--- src/rtl/maj_vote_arbiter.sv ---
// Round-robin arbiter feeding a shared 2-of-3 bitwise majority voter.
// One registered result slot with a valid/ready handshake toward the consumer.
module maj_vote_arbiter #(
  parameter int NREQ  = 4,
  parameter int WIDTH = 4,
  parameter int ID_W  = $clog2(NREQ)
) (
  input  logic                  clk,
  input  logic                  rst_n,
  input  logic [NREQ-1:0]       req,
  input  logic [NREQ*WIDTH-1:0] a_in,
  input  logic [NREQ*WIDTH-1:0] b_in,
  input  logic [NREQ*WIDTH-1:0] c_in,
  output logic [NREQ-1:0]       gnt,
  output logic                  out_valid,
  input  logic                  out_ready,
  output logic [WIDTH-1:0]      out_y,
  output logic [ID_W-1:0]       out_id,
  output logic                  out_disagree,
  output logic [7:0]            err_count
);

  typedef enum logic {
    EMPTY = 1'b0,
    FULL  = 1'b1
  } state_e;

  localparam logic [ID_W:0] NREQ_W = (ID_W+1)'(NREQ);

  state_e           state_q, state_d;
  logic [WIDTH-1:0] y_q, y_d;
  logic [ID_W-1:0]  id_q, id_d;
  logic             dis_q, dis_d;
  logic [7:0]       err_q, err_d;
  logic [ID_W-1:0]  ptr_q, ptr_d;

  logic [WIDTH-1:0] maj_w [NREQ];
  logic             dis_w [NREQ];

  logic             found;
  logic [ID_W-1:0]  win_idx;
  logic [ID_W:0]    cand;
  logic [ID_W:0]    ptr_inc;
  logic             can_accept;
  logic             grant;

  // Per-requester voters; only the granted lane is registered.
  genvar gi;
  generate
    for (gi = 0; gi < NREQ; gi++) begin : g_lane
      logic [WIDTH-1:0] a_w, b_w, c_w;
      assign a_w       = a_in[gi*WIDTH +: WIDTH];
      assign b_w       = b_in[gi*WIDTH +: WIDTH];
      assign c_w       = c_in[gi*WIDTH +: WIDTH];
      assign maj_w[gi] = (a_w & b_w) | (b_w & c_w) | (c_w & a_w);
      assign dis_w[gi] = |((a_w ^ b_w) | (b_w ^ c_w));
    end
  endgenerate

  // Rotating search from ptr_q upward, wrapping modulo NREQ.
  always_comb begin
    found   = 1'b0;
    win_idx = '0;
    cand    = '0;
    for (int k = 0; k < NREQ; k++) begin
      cand = {1'b0, ptr_q} + (ID_W+1)'(k);
      if (cand >= NREQ_W) begin
        cand = cand - NREQ_W;
      end
      if (!found && req[cand[ID_W-1:0]]) begin
        found   = 1'b1;
        win_idx = cand[ID_W-1:0];
      end
    end
    ptr_inc = {1'b0, win_idx} + {{ID_W{1'b0}}, 1'b1};
    if (ptr_inc >= NREQ_W) begin
      ptr_inc = '0;
    end
  end

  always_comb begin
    state_d    = state_q;
    y_d        = y_q;
    id_d       = id_q;
    dis_d      = dis_q;
    err_d      = err_q;
    ptr_d      = ptr_q;
    gnt        = '0;
    can_accept = (state_q == EMPTY) | out_ready;
    grant      = can_accept & found & rst_n;

    if (grant) begin
      gnt[win_idx] = 1'b1;
      state_d      = FULL;
      y_d          = maj_w[win_idx];
      id_d         = win_idx;
      dis_d        = dis_w[win_idx];
      ptr_d        = ptr_inc[ID_W-1:0];
      if (dis_w[win_idx] && (err_q != 8'hFF)) begin
        err_d = err_q + 8'd1;
      end
    end else if ((state_q == FULL) && out_ready) begin
      state_d = EMPTY;
    end
  end

  always_ff @(posedge clk or negedge rst_n) begin
    if (!rst_n) begin
      state_q <= EMPTY;
      y_q     <= '0;
      id_q    <= '0;
      dis_q   <= 1'b0;
      err_q   <= 8'd0;
      ptr_q   <= '0;
    end else begin
      state_q <= state_d;
      y_q     <= y_d;
      id_q    <= id_d;
      dis_q   <= dis_d;
      err_q   <= err_d;
      ptr_q   <= ptr_d;
    end
  end

  assign out_valid    = (state_q == FULL);
  assign out_y        = y_q;
  assign out_id       = id_q;
  assign out_disagree = dis_q;
  assign err_count    = err_q;

endmodule

--- config.mk ---
export PLATFORM = sky130hd
export DESIGN_NAME = maj_vote_arbiter
export DESIGN_NICKNAME = d
export VERILOG_FILES = /design/src/rtl/maj_vote_arbiter.sv
export SDC_FILE = /design/constraint.sdc
export NUM_CORES = 1
export LEC_CHECK = 0
export CAP_MARGIN = 20
export CELL_PAD_IN_SITES_DETAIL_PLACEMENT = 1
export CELL_PAD_IN_SITES_GLOBAL_PLACEMENT = 2
export CORE_ASPECT_RATIO = 1.2
export CORE_MARGIN = 4
export CORE_UTILIZATION = 26
export DETAILED_ROUTE_END_ITERATION = 8
export GPL_TIMING_DRIVEN = 0
export PLACE_DENSITY = 0.84
export SYNTH_ARGS = -nofsm -noshare
export SYNTH_HDL_FRONTEND = slang
export SYNTH_SLANG_ARGS = --single-unit
--- constraint.sdc ---
create_clock -name clk -period 3.25 [get_ports clk]
set_input_delay 0.65 -clock clk [delete_from_list [all_inputs] [get_ports clk]]
set_output_delay 0.65 -clock clk [all_outputs]
set_load 0.02 [all_outputs]
# Word-level counts from Yosys, hierarchy flattened
# Cells that the tools add are included.
[totals]
output_inout_bits = 20
wordCells = 112
register_bits = 18
[classes]
eq_ne = 1
n_mux = 32
n_reduce_logical = 15
n_lt_le_gt_ge = 12
bitwise = 37
n_addsub = 9
[op_table]
columns = ["op", "n"]
rows = [
  ["4-bit bitwise AND", 12],
  ["4-bit OR", 12],
  ["4-bit XOR", 8],
  ["2-bit two-way mux", 9],
  ["4-bit OR reduction", 4],
  ["3-bit greater-or-equal comparator, second input constant", 5],
  ["2-bit by 3-bit less-than comparator with 1-bit output, second input constant", 5],
  ["1-bit two-way mux", 13],
  ["4-bit two-way mux", 3],
  ["1-bit binary-select mux with 2-bit select", 5],
  ["8-bit by 1-bit adder with 8-bit output, second input constant", 1],
  ["4-bit binary-select mux with 2-bit select", 1],
  ["8-bit != test, second input constant", 1],
  ["2-bit by 1-bit subtractor with 2-bit output, second input constant", 4],
  ["2-bit by 1-bit adder with 3-bit output, second input constant", 2],
  ["2-bit by 2-bit adder with 3-bit output, second input constant", 2],
  ["1-bit logical AND", 6],
  ["2-bit by 3-bit greater-or-equal comparator with 1-bit output, second input constant", 1],
  ["1-bit logical NOT", 3],
  ["2-bit inverter with 3-bit output", 1],
  ["1-bit bitwise AND", 2],
  ["1-bit demux with 2-bit select", 1],
  ["2-bit by 1-bit greater-or-equal comparator with 1-bit output, second input constant", 1],
  ["2-bit AND reduction", 1],
  ["other kinds (3)", 3],
]

# Logic depth before layout (Yosys ltp)
[logic_depth]
depth_word = 20
ltp_mapped = 9
mapped_depth_nobuf = 8

# Worst setup path after synthesis
# OpenSTA, ideal clock, no wires.
[synth_timing]
path_type = "input to output"
startpoint = "in req[2]"
endpoint = "out gnt[2]"
stages = 7
setup_slack_ps = 727
required_time_ps = 2600
t_arrival_ps = 1873
cell_sequence = "mux2i_1 -> or2_2 -> and3_1 -> clkbuf_1 -> inv_1 -> ha_1 -> and2_1"
[synth_via]
elab_chain_len = 17
[synth_rtl]
columns = ["element", "line_no", "text"]
rows = [
  ["start: declaration", "10", "input logic [NREQ-1:0] req,"],
  ["1-bit binary-select mux with 2-bit select", "70", "if (!found && req[cand[ID_W-1:0]]) begin"],
  ["1-bit two-way mux (not written as such)", "70", ""],
  ["1-bit two-way mux", "70", ""],
  ["1-bit logical NOT", "70", ""],
  ["1-bit logical AND", "70", ""],
  ["1-bit two-way mux", "70", ""],
  ["1-bit logical NOT", "70", ""],
  ["1-bit logical AND", "70", ""],
  ["(+2 left out)", "-", ""],
  ["1-bit logical AND", "70", ""],
  ["2-bit two-way mux *", "70", ""],
  ["named net win_idx[0]", "41", "logic [ID_W-1:0] win_idx;"],
  ["2-bit by 3-bit less-than comparator with 1-bit output (not written as such) or 2-bit by 1-bit greater-or-equal comparator with 1-bit output (tied branches)", "93", "gnt[win_idx] = 1'b1;"],
  ["1-bit logical AND (not written as such)", "93", ""],
  ["1-bit two-way mux (not written as such)", "93", ""],
  ["1-bit demux with 2-bit select *", "93", ""],
  ["4-bit two-way mux *", "92", "if (grant) begin"],
  ["end: declaration", "14", "output logic [NREQ-1:0] gnt,"],
]
# Mark *: on every way through the listed nets, which the timed path passes. The rest lies on a longest branch. The select of a mux whose other input is x is not followed.

# Worst setup path in the final report
[layout_timing]
startpoint = "in req[3]"
endpoint = "out gnt[0]"
# Same word-level chain as after synthesis.

==> flow_summary_export.csv <==
group,metric,value,unit
status,status,"finished clean",
layout,stdcell_area,2570,um^2
layout,postLayoutCoreUtil,42.1,%
synthesis,yosys.area_share.simple,16.4,%
floorplanning,num_rows,31,
timing,post-route-period-util,96.1,%
grt,grt_max_degree,20,
grt,grt_pass1_vias,1793,
clocking,h-tree-depth,1,
synthesis,synth_compound_area_share,17.7,%
power,p_per_area,518,nW/um^2
clocking,numCtsBuffers,3,
timing,rsz0062_at_grt,"no",
synthesis,synth.distinct_cells,30,
synthesis,ys_warn_count,0,
layout,finalNonFillerCells,330,
worst_setup_path,critPathBufInv,4,
synthesis,synth.largest_area_cell,"ha_1",
floorplanning,die_w,80.6,um
drt,vias,1649,
worst_setup_path,arrival,2.47,ns
worst_setup_path,crit_chain,"clkdlybuf4s50_1 -> nand3b_1 -> and3_1 -> clkbuf_8 -> inv_1 -> ha_1 -> and2_1 -> clkdlybuf4s15_2",
synthesis,synth_top_family_by_area,"adder cells",
grt,grt_overflow,0,
synthesis,synth.top_cell.area_share,28.9,%
place,dpl.cell_count,326,
worst_setup_path,rrSetupSlack,0.99,ns
timing,maxSlewViolCount,0,
synthesis,synthTopCellsByCount,"ha_1 (38), dfrtp_1 (18), a2111oi_0 (16), a21oi_1 (12), nor2_1 (9)",
synthesis,async_flop_share,100,%
worst_setup_path,r2r_cells,7,
place,place_ws,-0.804,ns
place,port_buffers,74,
drt,wl_per_cell,15.2,um
drt,drt_iter0_drc,42,
place,placed_area,2490,um^2
worst_setup_path,cp-start-kind,"primary input",
timing,maxSlewHeadroom,60.5,%
clocking,cts_buffer_depth,2,
synthesis,netlist_area,1650,um^2
clocking,clock_tree.root_cell,"clkbuf_8",
worst_setup_path,crit_fanout,12,
synthesis,synth_fa_ha_area_share,28.9,%
timing,finalSetupTns,0,ns
synthesis,synth_xor_area_share,3.73,%
synthesis,ys.flop_type,"dfrtp_1",
place,hpwl,4.15,mm
synthesis,yosysMostFrequentCell,"ha_1",
layout,layout.nets,342,
layout,drive_gt1_share,7.66,%
place,place.gp.congestion,0.716,
worst_setup_path,crit_type,"in2out",
clocking,clock_latency,0.26,ns
worst_setup_path,reg2reg_from,"ptr_q[1]$_DFFE_PN0P_",
timing,timing.hold.ws,0.325,ns
clocking,cts_resized,24,
drt,via_per_inst,5.00,
power,p_leak,1.09,nW
worst_setup_path,cpPeakStageDelay,0.54,ns
floorplanning,start_util,27.0,%
timing,period_minus_slack,3.12,ns
floorplanning,pin_count,75,
drt,drt_wl_total,5.01,mm
drt,first_pass_iters,2,
worst_setup_path,cp_top_family,"buffers and inverters",
synthesis,synth.area.top_cells,"ha_1 (29%), dfrtp_1 (27%), a2111oi_0 (8.5%)",
worst_setup_path,critical_path_required,2.60,ns
grt,grt_pass1_wl,8.29,mm
clocking,cts_setup_buffers,0,
clocking,cts_tree,"done",
synthesis,synth.area.mux_share,3.35,%
synthesis,ys_seq_area_share,27.4,%
timing,max_freq,320,MHz
power,total_power,1.33,mW
clocking,holdBufCountCts,0,
synthesis,synthCells,170,
clocking,clkTransAtPathRegs,0.07,ns
run,cap_viol_max_count,0,
grt,grt_usage,13.5,%
timing,finalClockSkew,0.00717,ns
worst_setup_path,worst_path_max_delay_cell,"clkdlybuf4s50_1",
synthesis,synth_nets,263,
floorplanning,coreArea,6090,um^2
drt,drc_errors,0,
clocking,clkSinkCount,18,
timing,finalSetupViolCount,0,
timing,tightest_slew,0.578,ns
synthesis,synth-seq-cells,18,
timing,final_hold_viol_count,0,
layout,diodes,0,
floorplanning,die_area,7670,um^2
worst_setup_path,endpoint_kind,"output port",
drt,antenna_left,0,
layout,area_delta_synth_final,56.0,%
synthesis,synth.avg_cell_area,9.68,um^2
power,ir_drop,277,uV
floorplanning,die_h,95.1,um
timing,fin_ws,0.126,ns
min_path,hold_path.class,"in2async",
worst_setup_path,reg2reg_to,"err_count[1]$_DFFE_PN0P_",
synthesis,synth_enable_flop_cells,0,
grt,antenna_found_initial,0,
## sequential cells by signal (all words and copies together) (netlist names)
| name | cells |
|---|---|
| ptr_q | 2 |
| out_id | 2 |
| out_y | 4 |
| out_valid | 1 |
| out_disagree | 1 |
| err_count | 8 |
## where the power goes
part / internal, mW / switching [mW]
sequential: 0.310 / 0.0820
combinational: 0.372 / 0.378
clock: 0.108 / 0.0788
## worst reg2reg max path, stage by stage, from the launching register on
cell and delay (ns):
dfrtp_1 0.44, a21oi_1 0.17, o21a_1 0.12, o22a_1 0.21
inv_1 0.10, or4_4 0.57, nand2_1 0.20, mux2_2 0.36
## area by class of cell
type / count / area [um^2]
inverter: 6 / 22.5
tap: 82 / 103
clock buffer: 4 / 55.1
multi-input combinational: 141 / 1150
sequential: 18 / 450
timing repair buffer: 74 / 739
buffer: 5 / 42.5
fill: 726 / 3520
## metal layers
| metal | up-vias | track usage [%] | part of all wire [%] |
|---|---|---|---|
| met5 | - | 0 | 0 |
| met4 | 0 | 1.69 | 0.46 |
| met3 | 5 | 2.36 | 5.0 |
| met2 | 45 | 25.0 | 52 |
| met1 | 788 | 16.7 | 43 |
| li1 | 811 | - | - |
## cells in the final DEF, fill, tap and decap left out, types with 2 or more instances in the layout
cell and instances:
dlygate4sd2_1 2, clkbuf_1 2, or4_4 2, nor2_1 9, a21oi_1 12, dfrtp_1 18
nand3_1 2, xnor2_1 3, clkdlybuf4s50_1 66, xor2_1 4, nand2_1 8, a31oi_1 2
inv_1 6, nand4_1 2, mux2_2 4, a2111oi_0 16, o21ai_0 6, nor3_1 8
ha_1 38, and3_1 3, clkbuf_8 6, clkdlybuf4s15_2 3, nor4_1 8, and2_1 4
## how the worst max path moves through the flow
| stage | from | endpoint | slack [ns] | cells past startpoint |
|---|---|---|---|---|
| floorplan | req[2] | gnt[2] | 0.73 | 7 |
| finish | req[3] | gnt[0] | 0.13 | 8 |
| detailed placement | rst_n | gnt[3] | -0.80 | 6 |
| global route | req[3] | gnt[2] | 0.02 | 8 |
| CTS | req[1] | gnt[3] | 0.03 | 8 |
| global placement | rst_n | gnt[3] | -0.79 | 6 |
## cell families (layout without fill, tap and decap cells)
family	count (synthesis)	count (layout)
compound gates	41	41
fa+ha+maj	38	38
flops	18	18
xor+xnor	7	7
buf+inv	11	89
simple gates	50	50
mux	5	5
(Power assumes the default switching activity.)
